[config.mk]
export PLATFORM = sky130hd
export DESIGN_NAME = mac_stream_ctrl_flat
export DESIGN_NICKNAME = d
export VERILOG_FILES = /design/src/rtl/mac_stream_ctrl_if.sv /design/src/rtl/mac_stream_ctrl.sv /design/src/flat_wrapper.sv
export SDC_FILE = /design/constraint.sdc
export NUM_CORES = 1
export LEC_CHECK = 0
export CORE_AREA = 2 2 220 222
export CTS_BUF_LIST = sky130_fd_sc_hd__clkbuf_2
export CTS_CLUSTER_SIZE = 28
export DETAILED_ROUTE_END_ITERATION = 6
export DIE_AREA = 0 0 222 224
export GPL_TIMING_DRIVEN = 0
export SLEW_MARGIN = 20
export SYNTH_ARGS = -nofsm -noshare
export SYNTH_HDL_FRONTEND = slang
export SYNTH_SLANG_ARGS = --single-unit
[constraint.sdc]
create_clock -name clk -period 27.3 [get_ports clk]
set_input_delay 2.73 -clock clk [delete_from_list [all_inputs] [get_ports clk]]
set_output_delay 2.73 -clock clk [all_outputs]
set_load 0.005 [all_outputs]
[src/rtl/mac_stream_ctrl_if.sv]
// Handshake and datapath bundle between the MAC stream controller, layer buffers, MAC and layer controller.
// master is the controller's view; slave is the surrounding environment's view.
interface mac_stream_ctrl_if #(
  parameter int ADDR_W = 6,
  parameter int ACC_W  = 26
);
  logic              start;
  logic              busy;
  logic              mem_rd_en;
  logic [ADDR_W-1:0] mem_addr;
  logic [127:0]      mem_pixels;
  logic [127:0]      mem_weights;
  logic [127:0]      mac_pixels;
  logic [127:0]      mac_weights;
  logic [19:0]       mac_sum;
  logic [ACC_W-1:0]  result;
  logic              result_valid;
  logic              result_ready;

  modport master (
    input  start, mem_pixels, mem_weights, mac_sum, result_ready,
    output busy, mem_rd_en, mem_addr, mac_pixels, mac_weights, result, result_valid
  );

  modport slave (
    output start, mem_pixels, mem_weights, mac_sum, result_ready,
    input  busy, mem_rd_en, mem_addr, mac_pixels, mac_weights, result, result_valid
  );
endinterface

[src/rtl/mac_stream_ctrl.sv]
// Streams N_BEATS pixel/weight words into the MAC and accumulates its sums; result_valid after N_BEATS+MAC_LAT+2 edges.
// No stalls on the fetch side; the finished result is held in HOLD until result_ready.
module mac_stream_ctrl #(
  parameter int N_BEATS = 49,
  parameter int ADDR_W  = 6,
  parameter int MAC_LAT = 3,
  parameter int ACC_W   = 26
) (
  input logic             clk,
  input logic             rst,
  mac_stream_ctrl_if.master bus
);

  typedef enum logic [1:0] {IDLE, FETCH, DRAIN, HOLD} state_t;

  // buffer read stage + operand register stage + MAC pipeline
  localparam int TAG_N = MAC_LAT + 2;
  localparam logic [ADDR_W-1:0] LAST_ADDR = ADDR_W'(N_BEATS - 1);
  localparam logic [TAG_N-1:0]  TAG_LAST  = {1'b1, {(TAG_N-1){1'b0}}};

  state_t            state_q, state_d;
  logic [ADDR_W-1:0] addr_q;
  logic [TAG_N-1:0]  tag_q;
  logic [127:0]      pix_q, wgt_q;
  logic [ACC_W-1:0]  acc_q;
  logic              rd_en;

  always_ff @(posedge clk or posedge rst) begin
    if (rst) state_q <= IDLE;
    else     state_q <= state_d;
  end

  always_comb begin
    state_d          = state_q;
    rd_en            = 1'b0;
    bus.busy         = 1'b1;
    bus.result_valid = 1'b0;
    case (state_q)
      IDLE: begin
        bus.busy = 1'b0;
        if (bus.start) state_d = FETCH;
      end
      FETCH: begin
        rd_en = 1'b1;
        if (addr_q == LAST_ADDR) state_d = DRAIN;
      end
      DRAIN: begin
        // last beat leaves the pipe on this edge, so HOLD sees its sum
        if (tag_q == TAG_LAST) state_d = HOLD;
      end
      HOLD: begin
        bus.result_valid = 1'b1;
        if (bus.result_ready) state_d = IDLE;
      end
      default: state_d = IDLE;
    endcase
  end

  always_ff @(posedge clk or posedge rst) begin
    if (rst) begin
      addr_q <= '0;
      tag_q  <= '0;
      pix_q  <= '0;
      wgt_q  <= '0;
      acc_q  <= '0;
    end else begin
      tag_q <= {tag_q[TAG_N-2:0], rd_en};

      if (tag_q[0]) begin
        pix_q <= bus.mem_pixels;
        wgt_q <= bus.mem_weights;
      end else begin
        pix_q <= '0;
        wgt_q <= '0;
      end

      if (state_q == FETCH && addr_q != LAST_ADDR)
        addr_q <= addr_q + ADDR_W'(1);
      else if (state_q == HOLD && bus.result_ready)
        addr_q <= '0;

      if (state_q == IDLE && bus.start)
        acc_q <= '0;
      else if (tag_q[TAG_N-1])
        acc_q <= acc_q + {{(ACC_W-20){1'b0}}, bus.mac_sum};
    end
  end

  assign bus.mem_rd_en   = rd_en;
  assign bus.mem_addr    = addr_q;
  assign bus.mac_pixels  = pix_q;
  assign bus.mac_weights = wgt_q;
  assign bus.result      = acc_q;

endmodule
[src/flat_wrapper.sv]
// flat-port wrapper written by rule: the top's interface ports become plain ports
module mac_stream_ctrl_flat 
#(
  parameter int N_BEATS = 49,
  parameter int ADDR_W  = 6,
  parameter int MAC_LAT = 3,
  parameter int ACC_W   = 26
)
  (clk, rst, bus_start, bus_mem_pixels, bus_mem_weights, bus_mac_sum, bus_result_ready, bus_busy, bus_mem_rd_en, bus_mem_addr, bus_mac_pixels, bus_mac_weights, bus_result, bus_result_valid);
  mac_stream_ctrl_if #(.ADDR_W(ADDR_W), .ACC_W(ACC_W)) bus_i ();
  input logic clk;
  input logic rst;
  input wire logic [$bits(bus_i.start)-1:0] bus_start;
  input wire logic [$bits(bus_i.mem_pixels)-1:0] bus_mem_pixels;
  input wire logic [$bits(bus_i.mem_weights)-1:0] bus_mem_weights;
  input wire logic [$bits(bus_i.mac_sum)-1:0] bus_mac_sum;
  input wire logic [$bits(bus_i.result_ready)-1:0] bus_result_ready;
  output wire logic [$bits(bus_i.busy)-1:0] bus_busy;
  output wire logic [$bits(bus_i.mem_rd_en)-1:0] bus_mem_rd_en;
  output wire logic [$bits(bus_i.mem_addr)-1:0] bus_mem_addr;
  output wire logic [$bits(bus_i.mac_pixels)-1:0] bus_mac_pixels;
  output wire logic [$bits(bus_i.mac_weights)-1:0] bus_mac_weights;
  output wire logic [$bits(bus_i.result)-1:0] bus_result;
  output wire logic [$bits(bus_i.result_valid)-1:0] bus_result_valid;
  assign bus_i.start = bus_start;
  assign bus_i.mem_pixels = bus_mem_pixels;
  assign bus_i.mem_weights = bus_mem_weights;
  assign bus_i.mac_sum = bus_mac_sum;
  assign bus_i.result_ready = bus_result_ready;
  assign bus_busy = bus_i.busy;
  assign bus_mem_rd_en = bus_i.mem_rd_en;
  assign bus_mem_addr = bus_i.mem_addr;
  assign bus_mac_pixels = bus_i.mac_pixels;
  assign bus_mac_weights = bus_i.mac_weights;
  assign bus_result = bus_i.result;
  assign bus_result_valid = bus_i.result_valid;
  mac_stream_ctrl #(.N_BEATS(N_BEATS), .ADDR_W(ADDR_W), .MAC_LAT(MAC_LAT), .ACC_W(ACC_W)) u_core (.clk(clk), .rst(rst), .bus(bus_i));
endmodule
Word-level counts from Yosys, hierarchy flattened
Cells that the tools add are included.

Output and inout port bits: 291. Logic and storage cells: 39. Bits of input ports: 280. Bits in registers: 295.

Reduce and logical (&&, ||, !) cells: 7. $add $sub $neg: 2. Mux-type cells: 14. Eq/ne operators: 10.

Operator list (number): two-way mux 128 bit (2); two-way mux 26 bit (2); adder 26 x 20 -> 26 bit (1); two-way mux 6 bit (2); two-way mux 2 bit (4); one-hot mux 2 bit (4 select lines) (1); adder 6 x 1 -> 6 bit (second input constant) (1); equality test 6 bit (second input constant) (1); != test 6 bit (second input constant) (1); equality test 5 bit (second input constant) (1); equality test 2 bit (second input constant) (2); != test 2 x 1 -> 1 bit (second input constant) (2); != test 2 bit (second input constant) (2); AND reduction 4 bit (1); nonzero test 2 bit (2); logical AND 1 bit (3); two-way mux 1 bit (3); equality test 2 x 1 -> 1 bit (second input constant) (1); zero test 2 bit (1).

Logic depth before layout (Yosys ltp)
Gate-level depths: netlist of run 1.

Depth in word-level cells: 4. Gate-level depth with buffers: 9. Gate-level depth less buffers: 9.

Least setup slack after synthesis of run 1
OpenSTA, ideal clock, no wires.

Path kind: input-to-reg. From: input bus_mac_sum[0]. To: register u_core.acc_q[22], in the netlist u_core.bus.result[22]. Arrival time: 4601 ps. Setup slack: 22621 ps. Library setup time: 78 ps. Stages: 9. Data required time: 27222 ps. Cells stage by stage: ha_1 -> inv_1 -> fa_1 -> nand2b_1 -> a21oi_4 -> o21ai_2 -> o311a_4 -> or3_1 -> a21oi_1.

Longest elaborated chain between the ends: 3.

Ends and longest elaborated chain: from (decl) (line flat_wrapper.sv:16) `input wire logic [$bits(bus_i.mac_sum)-1:0] bus_mac_sum;`; adder 26 x 20 -> 26 bit (line mac_stream_ctrl.sv:85) `acc_q <= acc_q + {{(ACC_W-20){1'b0}}, bus.mac_sum};`; two-way mux 26 bit (line mac_stream_ctrl.sv:84) `else if (tag_q[TAG_N-1])`; two-way mux 26 bit (line mac_stream_ctrl.sv:82) `if (state_q == IDLE && bus.start)`; to (signal assigned) (line mac_stream_ctrl.sv:85); to (decl) (line mac_stream_ctrl.sv:25) `logic [ACC_W-1:0] acc_q;`.

No other way between the ends. The select of a mux whose other input is x is not followed. A chain may end at the register's enable or synchronous reset.

Worst setup path in the final report of run 1
From: register u_core.state_q[1]. To: output bus_mem_rd_en.

Longest elaborated chain between the ends: 2.

Ends and longest elaborated chain: from (decl) (line mac_stream_ctrl.sv:21) `state_t state_q, state_d;`; from (signal assigned) (line mac_stream_ctrl.sv:30) `else state_q <= state_d;`; equality test 2 x 1 -> 1 bit (line mac_stream_ctrl.sv:38) `case (state_q)`; two-way mux 1 bit (line mac_stream_ctrl.sv:38); to (decl) (line flat_wrapper.sv:19) `output wire logic [$bits(bus_i.mem_rd_en)-1:0] bus_mem_rd_en;`.

No other way between the ends.

==> impl_metrics.ini, run 1 <==
[timing]
maxSlewHeadroom = 0.532
fin_skew_ns = 0.0726
fin_setup_tns_ns = 0
hold_viol = 0
worst_pin_slew_ns = 0.703
post-route-period-util = 0.187
slew_viol_final = 0
whs_ns = 0.360
min_period_ns = 5.12
setup_viol = 0
clock.fmax_mhz = 195
rsz0062_at_grt = false

[run]
cap_violations = 0

[critical_path]
critical_path.max_fanout = 5
worst_setup_path_end_kind = output pin
cpPeakStageDelay_ns = 0.55
cp.arrival_ns = 2.39
path_class = flop to output pin
slowest_stage = clkdlybuf4s50_1
cp_top_family = buffers and inverters
worstPathCellList = inv_1 -> ha_1 -> clkdlybuf4s50_1
crit_required_ns = 24.57
critPathBufInv = 2
startpoint_type = flop

[synthesis]
avgSynthCellArea_um2 = 12.6
synth-edff-count = 0
synthAdderAreaFrac = 0.0323
syn_inst = 882
synth_flop_cell = dfrtp_1
synth_top_family_by_area = simple AND/OR/NAND/NOR gates
synth_compound_area_frac = 0.0678
synth_xor_area_frac = 0.00870
seq_area_frac_synth = 0.667
synth_top_area_frac = 0.667
synth.distinct_cells = 54
async_flop_share = 1.00
syn_area_um2 = 11100
ys_top_cells_by_count = dfrtp_1, and2_1, clkbuf_1, nand2_1, a21oi_1
synth.most_common_cell = dfrtp_1
yosysTopAreaCell = dfrtp_1
synth_area_leaders = dfrtp_1, and2_1, ha_1, a21oi_1, clkbuf_1
yosysWarnings = 0
synthSimpleGateAreaFrac = 0.197
synth_fp_nets = 1190
synth-seq-cells = 295
synth_mux_area_frac = 0.00735

[detailed_routing]
vias = 9098
drt_iter0_drc = 390
ant_nets = 0
drc = 1
avgViaCountPerCell = 4.09
wl_mm = 41.7
dr.pass1.iters = 7
detail_route.wl_per_cell_um = 18.8

[floorplan]
initial_core_util = 0.234
die_height_um = 224
num_io_pins = 571
die_x_um = 222
rows = 80
die-area_um2 = 49700
coreArea_um2 = 47300

[cts]
clock_path_buffers = 3
cts_root_buffer = clkbuf_2
cts.repair.resized = 0
clk_latency_ns = 0.99
hold_buffers = 0
cts_buffers = 85
h-tree-depth = 3
clkTransAtPathRegs_ns = 0.09
post-cts-setup-buffers = 0
cts_tree = yes
cts.sinks = 295

[grt]
grt_pass1_vias = 10100
grt_pass1_wl_mm = 61.8
grt_max_degree = 102
antenna_found_initial = 5
grt_usage = 0.168
grt.overflow.total = 0

[finish]
nets = 1850
drive_gt1_frac = 0.0991
area_delta_synth_final_pct = 66.3
final_util = 0.389

[power_and_ir_drop]
ir_worst_vdd_mv = 0.0332
power_density_nw_per_um2 = 64.5
p_leak_nw = 7.81
p_total_mw = 1.19

[outcome]
status = finished, violations left
violations = design-rule violations

[place]
hpwlAfterDp_mm = 32.0
gp_congestion = 0.914
io_buffer_count = 570

[worst_hold_path]
worstHoldPathType = flop to flop
final timing paths:
kind,endpoint,slack [ns],start,depth (start not counted)
setup reg to reg,u_core.bus.result[24],24.69,u_core.bus.result[0],9
hold reg to reg,u_core.tag_q[4],0.36,u_core.tag_q[3],0
setup / recovery,bus_mem_rd_en,22.18,u_core.state_q[1],3
hold / removal,u_core.tag_q[4],0.36,u_core.tag_q[3],0
max in group asynchronous,u_core.bus.mac_pixels[54],23.94,rst,4
min in group asynchronous,u_core.bus.mac_weights[127],2.09,rst,2
area by class of cell:
cell class | count | area (µm²)
Multi-Input combinational cell | 531 | 3470
Sequential cell | 295 | 7380
Clock inverter | 21 | 123
Timing Repair Buffer | 573 | 5790
Buffer | 44 | 174
Inverter | 12 | 52.6
Antenna cell | 4 | 10.0
Tap cell | 615 | 769
Fill cell | 4688 | 28900
Clock buffer | 129 | 646
state kept, by name (all words and copies together) (netlist names):
signal and cells:
u_core.bus.mac_pixels 128, u_core.bus.mac_weights 128, u_core.bus.result 26, u_core.bus.mem_addr 6
u_core.tag_q 5, u_core.state_q 2
worst register-to-register path: cells and delay by family, from the launching register on:
kind                     cells  cell delay, ns
AO/OA/AOI/OAI                4            0.86
adder cells (fa/ha/maj)      2            0.60
AND/OR/NAND/NOR              2            0.57
flip-flops                   1            0.38
buffers and inverters        1            0.07
layout by cell type (no fill, tap or decap), drive strengths merged, types with 13 or more instances in the layout:
cell type / n
nor2: 23
ha: 27
o21ai: 29
and2: 259
dfrtp: 295
nor3: 13
clkinv: 17
a21oi: 31
nand2: 33
nand3: 17
clkdlybuf4s50: 570
buf: 13
inv: 13
clkbuf: 163
cells by family (layout without fill, tap and decap cells):
family / after synthesis / after routing
mux: 8 / 8
other cells: 0 / 4
flops: 295 / 295
fa+ha+maj: 28 / 28
simple gates: 375 / 375
buf+inv: 56 / 779
xor+xnor: 11 / 11
compound gates: 109 / 109
stage by stage:
| step | cell area [µm²] | std cells | setup slack (ns) |
|---|---|---|---|
| 2_1_floorplan | 11100 | 882 | 16.42 |
| 3_3_place_gp | 17500 | 2067 | 12.52 |
| 3_5_place_dp | 17600 | 2070 | 21.94 |
| 4_1_cts | 18400 | 2220 | 21.92 |
| 5_1_grt | 18400 | 2224 | 21.92 |
| 6_report | 18400 | 2224 | 22.18 |
metal layers:
| metal | global-route usage | part of all wire | vias to the layer above |
|---|---|---|---|
| met4 | 0.0735 | 0.025 | 2 |
| met1 | 0.186 | 0.38 | 4393 |
| met5 | 0 | 0.00038 | - |
| li1 | - | - | 4262 |
| met3 | 0.0752 | 0.098 | 62 |
| met2 | 0.278 | 0.49 | 379 |
where the power goes:
part           total, mW  internal, mW  leakage, nW  switching, mW
combinational      0.352         0.190         3.80          0.162
clock              0.333         0.135        0.591          0.198
sequential         0.502         0.476         3.42         0.0263
total               1.19         0.801         7.81          0.386
Note: power is estimated with default switching activity, not from simulation.
==> run 2: changes to the inputs <==
Clock period 27.3 ns to 5.1 ns, I/O delays scaled along.
==> impl_metrics.ini, run 2 (synthesis gave the netlist of run 1 again) <==
[outcome]
status = finished clean

[critical_path]
critPathLaunch = u_core.state_q[1]
r2r_cells = 9
critical_path.max_fanout = 4
crit_required_ns = 4.59
r2r-start = u_core.bus.result[0]
r2r_end = u_core.bus.result[22]
rrSetupSlack_ns = 2.60
path_class = flop to output pin
worst_setup_path_end_kind = output pin
startpoint_type = flop
critPathCapture = bus_busy
cp.arrival_ns = 2.35

[cts]
clk_latency_ns = 1.00
cts_tree = yes
cts_buffers = 83
clkTransAtPathRegs_ns = 0.09
clock_path_buffers = 3
cts.sinks = 295
cts_root_buffer = clkbuf_2
h-tree-depth = 3
cts.repair.resized = 0

[run]
cap_violations = 0

[worst_hold_path]
worstHoldPathType = input pin to flop
whs_path_depth = 2

[floorplan]
initial_core_util = 0.234
die-area_um2 = 49700
coreArea_um2 = 47300
die_x_um = 222
rows = 80
die_height_um = 224
num_io_pins = 571

[timing]
clock.fmax_mhz = 349
maxSlewHeadroom = 0.516
rsz0062_at_grt = false
setup_viol = 0
slew_viol_final = 0
hold_viol = 0
min_period_ns = 2.86
worst_pin_slew_ns = 0.720
fin_skew_ns = 0.0772
post-route-period-util = 0.561
setup_ws_ns = 2.24
fin_setup_tns_ns = 0

[power_and_ir_drop]
p_leak_nw = 8.88
ir_worst_vdd_mv = 0.238
p_total_mw = 6.47
power_density_nw_per_um2 = 308

[place]
placed_cell_area_um2 = 17800
place_ws_ns = 1.93
gp_congestion = 0.907
hpwlAfterDp_mm = 32.3
io_buffer_count = 570

[detailed_routing]
wl_mm = 44.5
avgViaCountPerCell = 4.15
detail_route.wl_per_cell_um = 17.9
dr.pass1.iters = 4
drc = 0
drt_iter0_drc = 407
vias = 10300
ant_nets = 0

[finish]
final_util = 0.444
final_common_cell = clkdlybuf4s50_1
drive_gt1_frac = 0.0856
final_cell_mix = clkdlybuf4s50_1, dfrtp_1, and2_1, dlygate4sd3_1, clkbuf_2
area_delta_synth_final_pct = 89.8
regArea_um2 = 7380
fin_area_um2 = 21000
nets = 2106
fill_cells = 4377
multi_input_area_um2 = 3470

[grt]
grt_pass1_vias = 11600
antenna_found_initial = 9
grt.overflow.total = 0
grt_pass1_wl_mm = 67.4
grt_max_degree = 35
grt_usage = 0.179
run 2: critical path, stage by stage (launching register included):
cell and delay (ns):
dfrtp_1 0.40, inv_1 0.09, ha_1 0.23, inv_1 0.14
clkdlybuf4s50_1 0.52
run 2: final cells by class:
| class | instances | area share |
|---|---|---|
| plain buffers | 44 | 0.00828 |
| clock buffers | 122 | 0.0291 |
| multi-input cells | 531 | 0.165 |
| well taps | 615 | 0.0366 |
| clock inverters | 22 | 0.00500 |
| flip-flops and latches | 295 | 0.351 |
| repair buffers | 831 | 0.401 |
| diodes | 7 | 0.000834 |
| inverters | 12 | 0.00232 |
run 2: report_power, final:
group / internal [mW] / switching, mW / leakage [nW]
Combinational: 1.15 / 0.915 / 4.91
Sequential: 2.55 / 0.142 / 3.42
Clock: 0.642 / 1.07 / 0.557
run 2: timing repair:
item                      CTS  global route
hold buffers              251             0
hold endpoints to repair  272             0
buffers inserted            0             0
run 2: worst min path at each step:
stage,start,to,slack (ns)
after global routing,bus_mem_weights[123],u_core.bus.mac_weights[123],0.08
after floorplan,u_core.tag_q[3],u_core.tag_q[4],0.35
final,bus_mem_pixels[1],u_core.bus.mac_pixels[1],0.19
after global placement,u_core.tag_q[3],u_core.tag_q[4],0.35
after detailed placement,u_core.tag_q[1],u_core.tag_q[2],0.36
after CTS,bus_mem_weights[123],u_core.bus.mac_weights[123],0.002
run 2: stage by stage:
stage / hold slack [ns] / instances
2_1_floorplan: 0.346 / 882
3_3_place_gp: 0.353 / 2067
3_5_place_dp: 0.357 / 2077
4_1_cts: 0.00182 / 2472
5_1_grt: 0.0758 / 2479
6_report: 0.185 / 2479
run 2: layer usage:
layer  GRT usage  wire length (µm)  vias to the layer above
met5           0                 0                        -
met4      0.0905              1630                        0
met3      0.0757              4200                       96
met2       0.306             22300                      422
met1       0.189             16300                     4992
li1            -                 -                     4769
==> run 3: changes to the inputs <==
Settings changed: CORE_AREA 2 2 220 222 to 2 2 223 225, DIE_AREA 0 0 222 224 to 0 0 225 227.
Clock period 5.1 ns to 2.4 ns, I/O delays scaled along.
==> impl_metrics.ini, run 3 (synthesis gave the netlist of run 1 again) <==
[outcome]
status = finished clean

[detailed_routing]
vias = 10300
drc = 0
wl_mm = 45.1
ant_nets = 0
drt_iter0_drc = 367
detail_route.wl_per_cell_um = 18.0
dr.pass1.iters = 6
avgViaCountPerCell = 4.12

[finish]
final_cell_mix = clkdlybuf4s50_1, dfrtp_1, dlygate4sd3_1, and2_1, clkbuf_2
drive_gt1_frac = 0.106
final_common_cell = clkdlybuf4s50_1
area_delta_synth_final_pct = 93.4
fin_area_um2 = 21400
nets = 2134

[timing]
slew_viol_final = 0
hold_viol = 0
fin_setup_tns_ns = 0
min_period_ns = 2.29
post-route-period-util = 0.953
clock.fmax_mhz = 437
worst_pin_slew_ns = 0.675
fin_skew_ns = 0.0678
setup_viol = 0
maxSlewHeadroom = 0.546
setup_ws_ns = 0.113

[floorplan]
initial_core_util = 0.228
die-area_um2 = 51100
die_height_um = 227
coreArea_um2 = 48500
rows = 81
num_io_pins = 571
die_x_um = 225

[critical_path]
slowest_stage = dfrtp_1
crit_required_ns = 3.32
startpoint_type = flop
worst_setup_path_end_kind = flop
critical_path.max_fanout = 6
cp.arrival_ns = 3.20
cpPeakStageDelay_ns = 0.39
path_class = flop to flop
worstPathCellList = ha_2 -> inv_1 -> fa_2 -> nand2b_4 -> a21oi_4 -> o21ai_4 -> o311a_4 -> or3_1 -> a21oi_2

[place]
placed_cell_area_um2 = 17800
io_buffer_count = 570
gp_congestion = 0.880
place_ws_ns = -0.504
hpwlAfterDp_mm = 32.2

[grt]
use_met1 = 0.182
grt_pass1_wl_mm = 67.3
gr-usage-met3 = 0.0780
grt_pass1_vias = 11500
grt_usage = 0.175
grt.overflow.total = 0
antenna_found_initial = 9
grt_max_degree = 36
use_met2 = 0.306
grt.busiest_layer = met2

[cts]
clk_latency_ns = 1.00
clock_path_buffers = 3
cts_root_buffer = clkbuf_2
cts_tree = yes
cts_buffers = 83
clkTransAtPathRegs_ns = 0.11
h-tree-depth = 3
cts.sinks = 295

[run]
cap_violations = 0

[power_and_ir_drop]
ir_worst_vdd_mv = 0.416
p_leak_nw = 9.05
power_density_nw_per_um2 = 658

[worst_hold_path]
worstHoldPathType = input pin to flop
## run 3: worst paths after layout
check                                      from                         end  cells past startpoint  slack (ns)
min in group asynchronous                   rst  u_core.bus.mac_weights[40]                      4        0.70
min                             bus_mac_sum[10]       u_core.bus.result[10]                      5        0.22
min reg2reg                     u_core.tag_q[1]             u_core.tag_q[2]                      0        0.35
max reg2reg                u_core.bus.result[0]       u_core.bus.result[22]                      9        0.11
max in group asynchronous                   rst   u_core.bus.mac_pixels[19]                      9        0.24
max                        u_core.bus.result[0]       u_core.bus.result[22]                      9        0.11
## run 3: per-layer routing
metal,up-vias,part of all wire
met5,-,0.00047
met3,85,0.099
met4,4,0.030
li1,4833,-
met1,4973,0.36
met2,451,0.51
## run 3: worst max-delay path: cells and delay by family, from the launching register on
family / cells / cell delay [ns]
simple gates: 2 / 0.53
buf+inv: 1 / 0.05
flops: 1 / 0.39
compound gates: 4 / 0.74
fa+ha+maj: 2 / 0.54
## run 3: power by group
group,internal (mW),switching (mW),total [mW],leakage (nW)
clock network,1.47,2.25,3.72,0.561
logic,2.61,2.04,4.65,5.08
registers,5.42,0.303,5.72,3.41
total,9.50,4.59,14.1,9.05
## run 3: area by class of cell
| type | count | area (µm²) |
|---|---|---|
| Fill cell | 4452 | 27100 |
| Timing Repair Buffer | 859 | 8670 |
| Sequential cell | 295 | 7390 |
| Multi-Input combinational cell | 531 | 3610 |
| Tap cell | 622 | 778 |
| Clock buffer | 122 | 611 |
| Buffer | 44 | 174 |
| Clock inverter | 20 | 121 |
| Inverter | 12 | 48.8 |
| Antenna cell | 7 | 17.5 |
## run 3: through the flow
step	hold WS [ns]	cells	power, mW	util
CTS	0.0197	2501	14.1	0.438
finish	0.221	2512	14.1	0.441
global route	0.121	2512	15.1	0.441
floorplan	0.346	882	7.85	-
global placement	0.355	2074	9.75	0.362
detailed placement	0.361	2085	9.83	0.367
## run 3: what timing repair did
action | in CTS | in global routing
setup endpoints to repair | 25 | 8
gates resized for setup | 36 | 18
hold buffers | 263 | 0
buffers inserted | 11 | 4
endpoints found under the hold margin | 387 | 0
pin swaps | 4 | 5
